[src/rtl/axi_rd_mem_stub.sv]
// AXI4 read-only memory stub: queues AR requests, returns bursts in order after a
// fixed latency, with R backpressure, stall injection and DECERR beyond backed memory.
module axi_rd_mem_stub #(
   parameter int unsigned DATA_WIDTH    = 8,
   parameter int unsigned ADDR_WIDTH    = 16,
   parameter int unsigned ID_WIDTH      = 8,
   parameter int unsigned LEN_WIDTH     = 8,
   parameter int unsigned LOG_DEPTH     = 2,
   parameter int unsigned LATENCY       = 4,
   parameter int unsigned MEM_WORDS_LOG = 8
) (
   input  logic                     clk,
   input  logic                     rst,
   input  logic [ID_WIDTH-1:0]      s_axi_arid,
   input  logic [ADDR_WIDTH-1:0]    s_axi_araddr,
   input  logic [LEN_WIDTH-1:0]     s_axi_arlen,
   input  logic                     s_axi_arvalid,
   output logic                     s_axi_arready,
   output logic [ID_WIDTH-1:0]      s_axi_rid,
   output logic [DATA_WIDTH-1:0]    s_axi_rdata,
   output logic [1:0]               s_axi_rresp,
   output logic                     s_axi_rlast,
   output logic                     s_axi_rvalid,
   input  logic                     s_axi_rready,
   input  logic                     bd_wr_en,
   input  logic [MEM_WORDS_LOG-1:0] bd_wr_addr,
   input  logic [DATA_WIDTH-1:0]    bd_wr_data,
   input  logic                     stall_inject,
   output logic [LOG_DEPTH:0]       outstanding_cnt
);
   localparam int unsigned DEPTH     = 2 ** LOG_DEPTH;
   localparam int unsigned BYTE_BITS = $clog2(DATA_WIDTH / 8);
   localparam int unsigned WORD_W    = ADDR_WIDTH - BYTE_BITS;
   localparam int unsigned MEM_WORDS = 2 ** MEM_WORDS_LOG;
   localparam int unsigned CNT_W     = $clog2(LATENCY + 1);

   typedef enum logic {R_IDLE, R_BEAT} r_state_t;

   logic [DATA_WIDTH-1:0] mem    [MEM_WORDS];
   logic [ID_WIDTH-1:0]   q_id   [DEPTH];
   logic [WORD_W-1:0]     q_word [DEPTH];
   logic [LEN_WIDTH-1:0]  q_len  [DEPTH];
   logic [CNT_W-1:0]      q_cnt  [DEPTH];

   logic [LOG_DEPTH-1:0]     wr_ptr, rd_ptr, cand_sel;
   logic [LOG_DEPTH:0]       count;
   logic                     push, pop, r_fire, load;
   logic                     cand_avail, cand_elig, in_range;
   logic [LEN_WIDTH-1:0]     cand_beat, next_beat;
   logic [WORD_W-1:0]        cand_word;
   logic [MEM_WORDS_LOG-1:0] mem_idx;
   r_state_t                 state, state_nxt;

   assign s_axi_arready   = (count != (LOG_DEPTH+1)'(DEPTH)) && !rst;
   assign push            = s_axi_arvalid && s_axi_arready;
   assign r_fire          = s_axi_rvalid && s_axi_rready;
   assign pop             = r_fire && s_axi_rlast;
   assign outstanding_cnt = count;

   // On the last-beat handshake the candidate is the entry behind the head, so the
   // next burst can start in the very next cycle. Eligibility looks at cnt<=1 because
   // the counter reaches zero at the same edge that registers the beat.
   always_comb begin
      cand_sel   = pop ? rd_ptr + LOG_DEPTH'(1) : rd_ptr;
      cand_avail = pop ? (count > (LOG_DEPTH+1)'(1)) : (count != '0);
      cand_beat  = pop ? '0 : next_beat;
      cand_elig  = (q_cnt[cand_sel] <= CNT_W'(1));
      cand_word  = q_word[cand_sel] + WORD_W'(cand_beat);
      mem_idx    = MEM_WORDS_LOG'(cand_word);
      in_range   = (WORD_W'(mem_idx) == cand_word);
      load       = (!s_axi_rvalid || r_fire) && cand_avail && cand_elig && !stall_inject;
   end

   always_ff @(posedge clk) begin
      if (rst) state <= R_IDLE;
      else     state <= state_nxt;
   end

   always_comb begin
      state_nxt = state;
      case (state)
         R_IDLE:  if (load) state_nxt = R_BEAT;
         R_BEAT:  if (r_fire && !load) state_nxt = R_IDLE;
         default: state_nxt = R_IDLE;
      endcase
   end

   always_comb s_axi_rvalid = (state == R_BEAT);

   always_ff @(posedge clk) begin
      if (rst) begin
         s_axi_rid   <= '0;
         s_axi_rdata <= '0;
         s_axi_rresp <= '0;
         s_axi_rlast <= 1'b0;
         next_beat   <= '0;
      end else if (load) begin
         s_axi_rid   <= q_id[cand_sel];
         s_axi_rdata <= in_range ? mem[mem_idx] : '0;
         s_axi_rresp <= in_range ? 2'b00 : 2'b11;
         s_axi_rlast <= (cand_beat == q_len[cand_sel]);
         next_beat   <= cand_beat + LEN_WIDTH'(1);
      end else if (pop) begin
         s_axi_rlast <= 1'b0;
         next_beat   <= '0;
      end
   end

   always_ff @(posedge clk) begin
      if (rst) begin
         wr_ptr <= '0;
         rd_ptr <= '0;
         count  <= '0;
         for (int unsigned i = 0; i < DEPTH; i++) q_cnt[i] <= '0;
      end else begin
         for (int unsigned i = 0; i < DEPTH; i++)
            if (q_cnt[i] != '0) q_cnt[i] <= q_cnt[i] - CNT_W'(1);
         if (push) begin
            q_cnt[wr_ptr] <= CNT_W'(LATENCY);
            wr_ptr        <= wr_ptr + LOG_DEPTH'(1);
         end
         if (pop) rd_ptr <= rd_ptr + LOG_DEPTH'(1);
         case ({push, pop})
            2'b10:   count <= count + (LOG_DEPTH+1)'(1);
            2'b01:   count <= count - (LOG_DEPTH+1)'(1);
            default: count <= count;
         endcase
      end
   end

   always_ff @(posedge clk) begin
      if (push) begin
         q_id[wr_ptr]   <= s_axi_arid;
         q_word[wr_ptr] <= s_axi_araddr[ADDR_WIDTH-1:BYTE_BITS];
         q_len[wr_ptr]  <= s_axi_arlen;
      end
   end

   // Backing store is deliberately outside reset so loaded contents survive rst.
   always_ff @(posedge clk) begin
      if (bd_wr_en) mem[bd_wr_addr] <= bd_wr_data;
   end

endmodule
[config.mk]
export PLATFORM = sky130hd
export DESIGN_NAME = axi_rd_mem_stub
export DESIGN_NICKNAME = d
export VERILOG_FILES = /design/src/rtl/axi_rd_mem_stub.sv
export SDC_FILE = /design/constraint.sdc
export NUM_CORES = 2
export LEC_CHECK = 0
export CORE_AREA = 2 2 376 378
export DETAILED_ROUTE_END_ITERATION = 16
export DIE_AREA = 0 0 378 380
export GPL_ROUTABILITY_DRIVEN = 0
export GPL_TIMING_DRIVEN = 0
export PLACE_DENSITY = 0.79
export SLEW_MARGIN = 20
export SYNTH_ARGS = -nofsm -noshare
export SYNTH_HDL_FRONTEND = slang
export SYNTH_SLANG_ARGS = --single-unit
export TNS_END_PERCENT = 20
[constraint.sdc]
create_clock -name clk -period 9.4 [get_ports clk]
set_clock_uncertainty 0.15 [all_clocks]
set_input_delay 1.88 -clock clk [delete_from_list [all_inputs] [get_ports clk]]
set_output_delay 1.88 -clock clk [all_outputs]
set_load 0.005 [all_outputs]
Word level (Yosys, flattened, before mapping):

Memories as Yosys holds them, arrays and structs flattened. A register that Yosys moved wholly into a read port is not among the register bits.
Index checks and enable logic that the tools add are counted.
W data, S select, Z words.

* bits in registers: 27
* memory bits (writable): 2188
* input port bits: 54
* output and inout bits: 24
* memories: 5

* $add $sub $neg: 10
* $lt $le $gt $ge: 2
* equality and inequality tests: 4
* mux-type cells: 36
* bitwise operators: 5
* reductions and logical operators: 21

Memories
* mem: depth 256, bits a word 8, rd ports 1, clocked after memory_dff 0, write ports 1, line 39 `logic [DATA_WIDTH-1:0] mem [MEM_WORDS];`
* q_word: depth 4, bits a word 16, rd ports 1, clocked after memory_dff 0, write ports 1, line 41 `logic [WORD_W-1:0] q_word [DEPTH];`
* q_id: depth 4, bits a word 8, rd ports 1, clocked after memory_dff 1, write ports 1, line 40 `logic [ID_WIDTH-1:0] q_id [DEPTH];`
* q_len: depth 4, bits a word 8, rd ports 1, clocked after memory_dff 0, write ports 1, line 42 `logic [LEN_WIDTH-1:0] q_len [DEPTH];`
* q_cnt: depth 4, bits a word 3, rd ports 5, clocked after memory_dff 0, write ports 5, line 43 `logic [CNT_W-1:0] q_cnt [DEPTH];`

Operator list (number)
* $mux W1: 25
* $mux W8: 3
* $add A16 B8 Y16: 1
* $reduce_bool A3 Y1: 5
* $sub A3 B1 Y3 const B: 5
* $mux W3: 4
* $add A8 B1 Y8 const B: 1
* $eq A8 B8 Y1: 1
* $logic_and A1 B1 Y1: 8
* $logic_not A8 Y1: 1
* $pmux W3 S2: 1
* $add A2 B1 Y2 const B: 2
* $logic_not A1 Y1: 4
* $mux W2: 2
* $or A1 B1 Y1: 4
* $reduce_bool A2 Y1: 2
* $add A3 B1 Y3 const B: 1
* $gt A3 B1 Y1 const B: 1
* $le A3 B1 Y1 const B: 1
* $ne A3 B3 Y1 const B: 1
* $eq A2 B1 Y1 const B: 1
* $eq A2 B2 Y1 const B: 1
* $pmux W1 S2: 1
* $logic_or A1 B1 Y1: 1
* $not A1 Y1: 1

Longest topological paths before layout:

An unclocked memory read counts as a cell.

* word-level depth: 11
* mapped depth: 22

Worst setup path before layout:

No wires, ideal clock.

* path type: input to register
* start: in s_axi_rready
* end: reg s_axi_rdata[5]
* data arrival time: 6.938 ns
* slack: 2.184 ns
* stages: 20
* path buffers: 8
* cells stage by stage: nand3_4 -> inv_6 -> buf_4 -> xnor2_2 -> buf_2 -> buf_2 -> mux4_2 -> ha_1 -> fa_1 -> buf_2 -> buf_2 -> buf_2 -> clkbuf_1 -> clkbuf_1 -> mux4_2 -> mux2_2 -> o22ai_1 -> nor3_1 -> nor4b_1 -> a21oi_1

* longest elaborated chain between the ends: 7

RTL lines
* start, declared: line 24 `input logic s_axi_rready,`
* $logic_and A1 B1 Y1 *: line 56 `assign r_fire = s_axi_rvalid && s_axi_rready;`
* $logic_and A1 B1 Y1: line 57 `assign pop = r_fire && s_axi_rlast;`
* $mux W2
* $mem_v2 Z4 W16 / $mem_v2 Z4 W3 (equally long branches)
* $add A16 B8 Y16 / $le A3 B1 Y1 (equally long branches): line 68, 67
* $mem_v2 Z256 W8 (tied with other cells)
* $mux W8 / $logic_and A1 B1 Y1 (equally long branches): line 99, 71
* end signal, assigned: line 99 `s_axi_rdata <= in_range ? mem[mem_idx] : '0;`
* end, declared: line 20 `output logic [DATA_WIDTH-1:0] s_axi_rdata,`

Mark *: on every way between the ends. The rest lies on a longest branch, timed or not.
A chain may end at the register's enable or synchronous reset.

Final worst setup path:

* start: in s_axi_rready
* end: reg s_axi_rdata[2]

The elaborated chain is that of the path after synthesis.

==> results_dict.tcl <==
set metrics [dict create \
    status "finished with violations" \
    violations "negative setup slack" \
    areaGrowthSynthToFinish_pct 11.9 \
    ys_seq_elements 2222 \
    hold_buffers 0 \
    worstMarginPinSlew_ns 1.28 \
    cts_root_buf "clkbuf_16" \
    clk_latency_ns 0.86 \
    finalSetupViolCount 2 \
    final_cell_mix "edfxtp_1 (2,176), mux4_2 (611), nor2_1 (306)" \
    routedWlPerCell_um 35.5 \
    ant_nets 0 \
    path_class "input pin to flop" \
    async_reset_ff_frac 0 \
    num_vias 45000 \
    cts.sinks 2222 \
    endpoint_kind "flop" \
    finalWorstSetupSlack_ns -0.121 \
    arrival_ns 10.08 \
    overflow 0 \
    viasPerCell 7.00 \
    power.density_nw_per_um2 223 \
    max_freq_mhz 105 \
    crit_required_ns 9.96 \
    total_power_mw 21.8 \
    wl_um 228000 \
    hold_violations 0 \
    final_net_count 4448 \
    ys_types 68 \
    peakVddDrop_mv 0.260 \
    grt_pass1_vias 45000 \
    hold_path_class "flop to flop" \
    io_pins 78 \
    dieHeight_um 380 \
    syn_area_um2 87200 \
    die_w_um 378 \
    syn-mean-instance-area_um2 21.5 \
    die-area_um2 144000 \
    portBuffers 72 \
    worstPathCellList "clkdlybuf4s50_1, nand3_4, inv_6, buf_4, nand2_1, xor2_2, clkbuf_1, buf_2, mux4_2, ha_1, fa_1, buf_2, buf_2, buf_2, clkbuf_2, mux4_2, mux4_2, mux2i_1, mux2i_1, o221ai_1, a21oi_1" \
    clk_pin_slew_ns 0.06 \
    first_pass_iters 9 \
    grt_max_degree 133 \
    antenna_found_initial 9 \
    crit_slowest_cell "o221ai_1" \
    synth-edff-count 2176 \
    slowest_delay_ns 0.78 \
    grt_pass1_wl_um 323000 \
    max_slew_margin 0.147 \
    start_kind "input pin" \
    drv_slew 0 \
    stdcell_area_um2 97600 \
    synthCells 4059 \
    cts-buffers-inserted 208 \
    synthFlopType "edfxtp_1" \
    path_max_fanout 10 \
    yosysWarnings 0 \
    period_minus_slack_ns 9.52 \
    dpl-instance-area_um2 91000 \
    rsz0062_at_grt "yes" \
    drtIter0Drc 7454 \
    route.detailed.drc 0 \
    cellLeakagePower_nw 30.6 \
    final_common_cell "edfxtp_1" \
    clk_path_buf_depth 3 \
    synth_fp_nets 4142 \
    cts_setup_buffers 0 \
    dp_hpwl_um 144000 \
    cts_tree "built" \
    drive_above_1_share 0.245 \
    start_util 0.627 \
    rows 137 \
    h-tree-depth 4 \
    grt.total_usage 0.322 \
    yosysSeqAreaShare 0.760 \
    fin_crit_sh 1.01 \
    core_um2 139000 \
    cpMostUsedCell "buf_2" \
    max-cap-violations 0 \
]
power breakdown:
group / total, mW / internal [mW] / switching [mW]
sequential: 11.0 / 10.9 / 0.0314
clock: 8.15 / 4.48 / 3.67
combinational: 2.68 / 1.11 / 1.57
total: 21.8 / 16.5 / 5.27
stage by stage:
step                instances   util  hold slack [ns]  setup WS (ns)  TNS (ns)
floorplan                4059      -            0.320           2.18         0
global placement         6007  0.649            0.332          -1.25  -1455.57
global route             6412  0.701            0.398        -0.0733    -0.251
finish                   6422  0.701            0.369         -0.121    -0.127
CTS                      6411  0.701            0.364        0.00496         0
detailed placement       6031  0.654            0.355          -1.06     -7.80
final timing paths:
check | cells after the start | startpoint | slack (ns) | end
max | 21 | s_axi_rready | -0.12 | s_axi_rdata[2]$_SDFFE_PP0P_
min | 2 | s_axi_rid[0]$_SDFFE_PP0P_ | 0.37 | s_axi_rid[0]$_SDFFE_PP0P_
max reg2reg | 19 | rd_ptr[0]$_SDFF_PP0_ | 0.78 | s_axi_rdata[2]$_SDFFE_PP0P_
min reg2reg | 2 | s_axi_rid[0]$_SDFFE_PP0P_ | 0.37 | s_axi_rid[0]$_SDFFE_PP0P_
cells in the mapped netlist (all sizes together), types with 2 or more instances:
library cell  number  share of area
a2111oi           19         0.0019
a211oi            20         0.0019
a21o               3        0.00026
a21oi             27         0.0015
a311o              7        0.00080
a31oi              2        0.00014
and2              28         0.0020
and3              14         0.0010
buf              104         0.0062
clkbuf           131         0.0056
dfxtp             46          0.011
edfxtp          2176           0.75
ha                28         0.0040
inv               20        0.00092
mux2              44         0.0057
mux2i             92          0.011
mux4             619           0.16
nand2            132         0.0057
nand2b             5        0.00036
nand3             40         0.0025
nand4             14         0.0010
nor2             308          0.013
nor2b             10        0.00072
nor3              27         0.0015
nor4               2        0.00014
nor4bb             6        0.00069
o2111ai            2        0.00020
o211a              6        0.00069
o211ai             8        0.00069
o21ai             27         0.0015
o21bai             5        0.00043
o221ai             7        0.00070
o22ai             16         0.0011
o31ai             15         0.0013
or2                2        0.00014
or3b               2        0.00020
xnor2             20         0.0021
xor2               8        0.00080
critical path: cells and delay by family:
family	cells	cell delay (ns)
AO/OA/AOI/OAI	2	0.94
XOR/XNOR	1	0.46
adder cells (fa/ha/maj)	2	0.85
buffers and inverters	9	3.68
multiplexers	5	1.91
AND/OR/NAND/NOR	2	0.29
per-layer routing:
metal / vias up / global-route usage / wire length (um)
li1: 17500 / - / -
met1: 23300 / 0.421 / 77500
met2: 3364 / 0.501 / 110000
met3: 708 / 0.0907 / 26800
met4: 14 / 0.168 / 13800
met5: - / 0 / 271
what timing repair did:
action,CTS,global route
gates resized for setup,6,15
gates cloned,0,0
setup endpoints to repair,7,8
endpoints found under the hold margin,0,0
sequential cells by signal, summed over array words and instances (netlist names):
signal,cells
mem,2048
q_word,64
q_id,32
q_len,32
q_cnt,12
next_beat,8
s_axi_rdata,8
s_axi_rid,8
outstanding_cnt,3
rd_ptr,2
wr_ptr,2
s_axi_rlast,1
s_axi_rresp,1
s_axi_rvalid,1
logic make-up after synthesis:
family / after synthesis / synth area share
compound gates: 174 / 0.0143
xor+xnor: 28 / 0.00290
fa+ha+maj: 29 / 0.00425
buf+inv: 255 / 0.0128
flops: 2222 / 0.760
mux: 755 / 0.176
simple gates: 596 / 0.0298
cell type report:
cell class | instances | area [um^2]
sequential | 2222 | 66300
fill | 7981 | 41600
multi-input combinational | 1582 | 19900
clock buffer | 250 | 5380
tap | 1876 | 2350
timing repair buffer | 97 | 1380
clock inverter | 130 | 1140
buffer | 234 | 1080
inverter | 20 | 80.1
antenna | 11 | 27.5
Note: power is estimated with default switching activity, not from simulation.
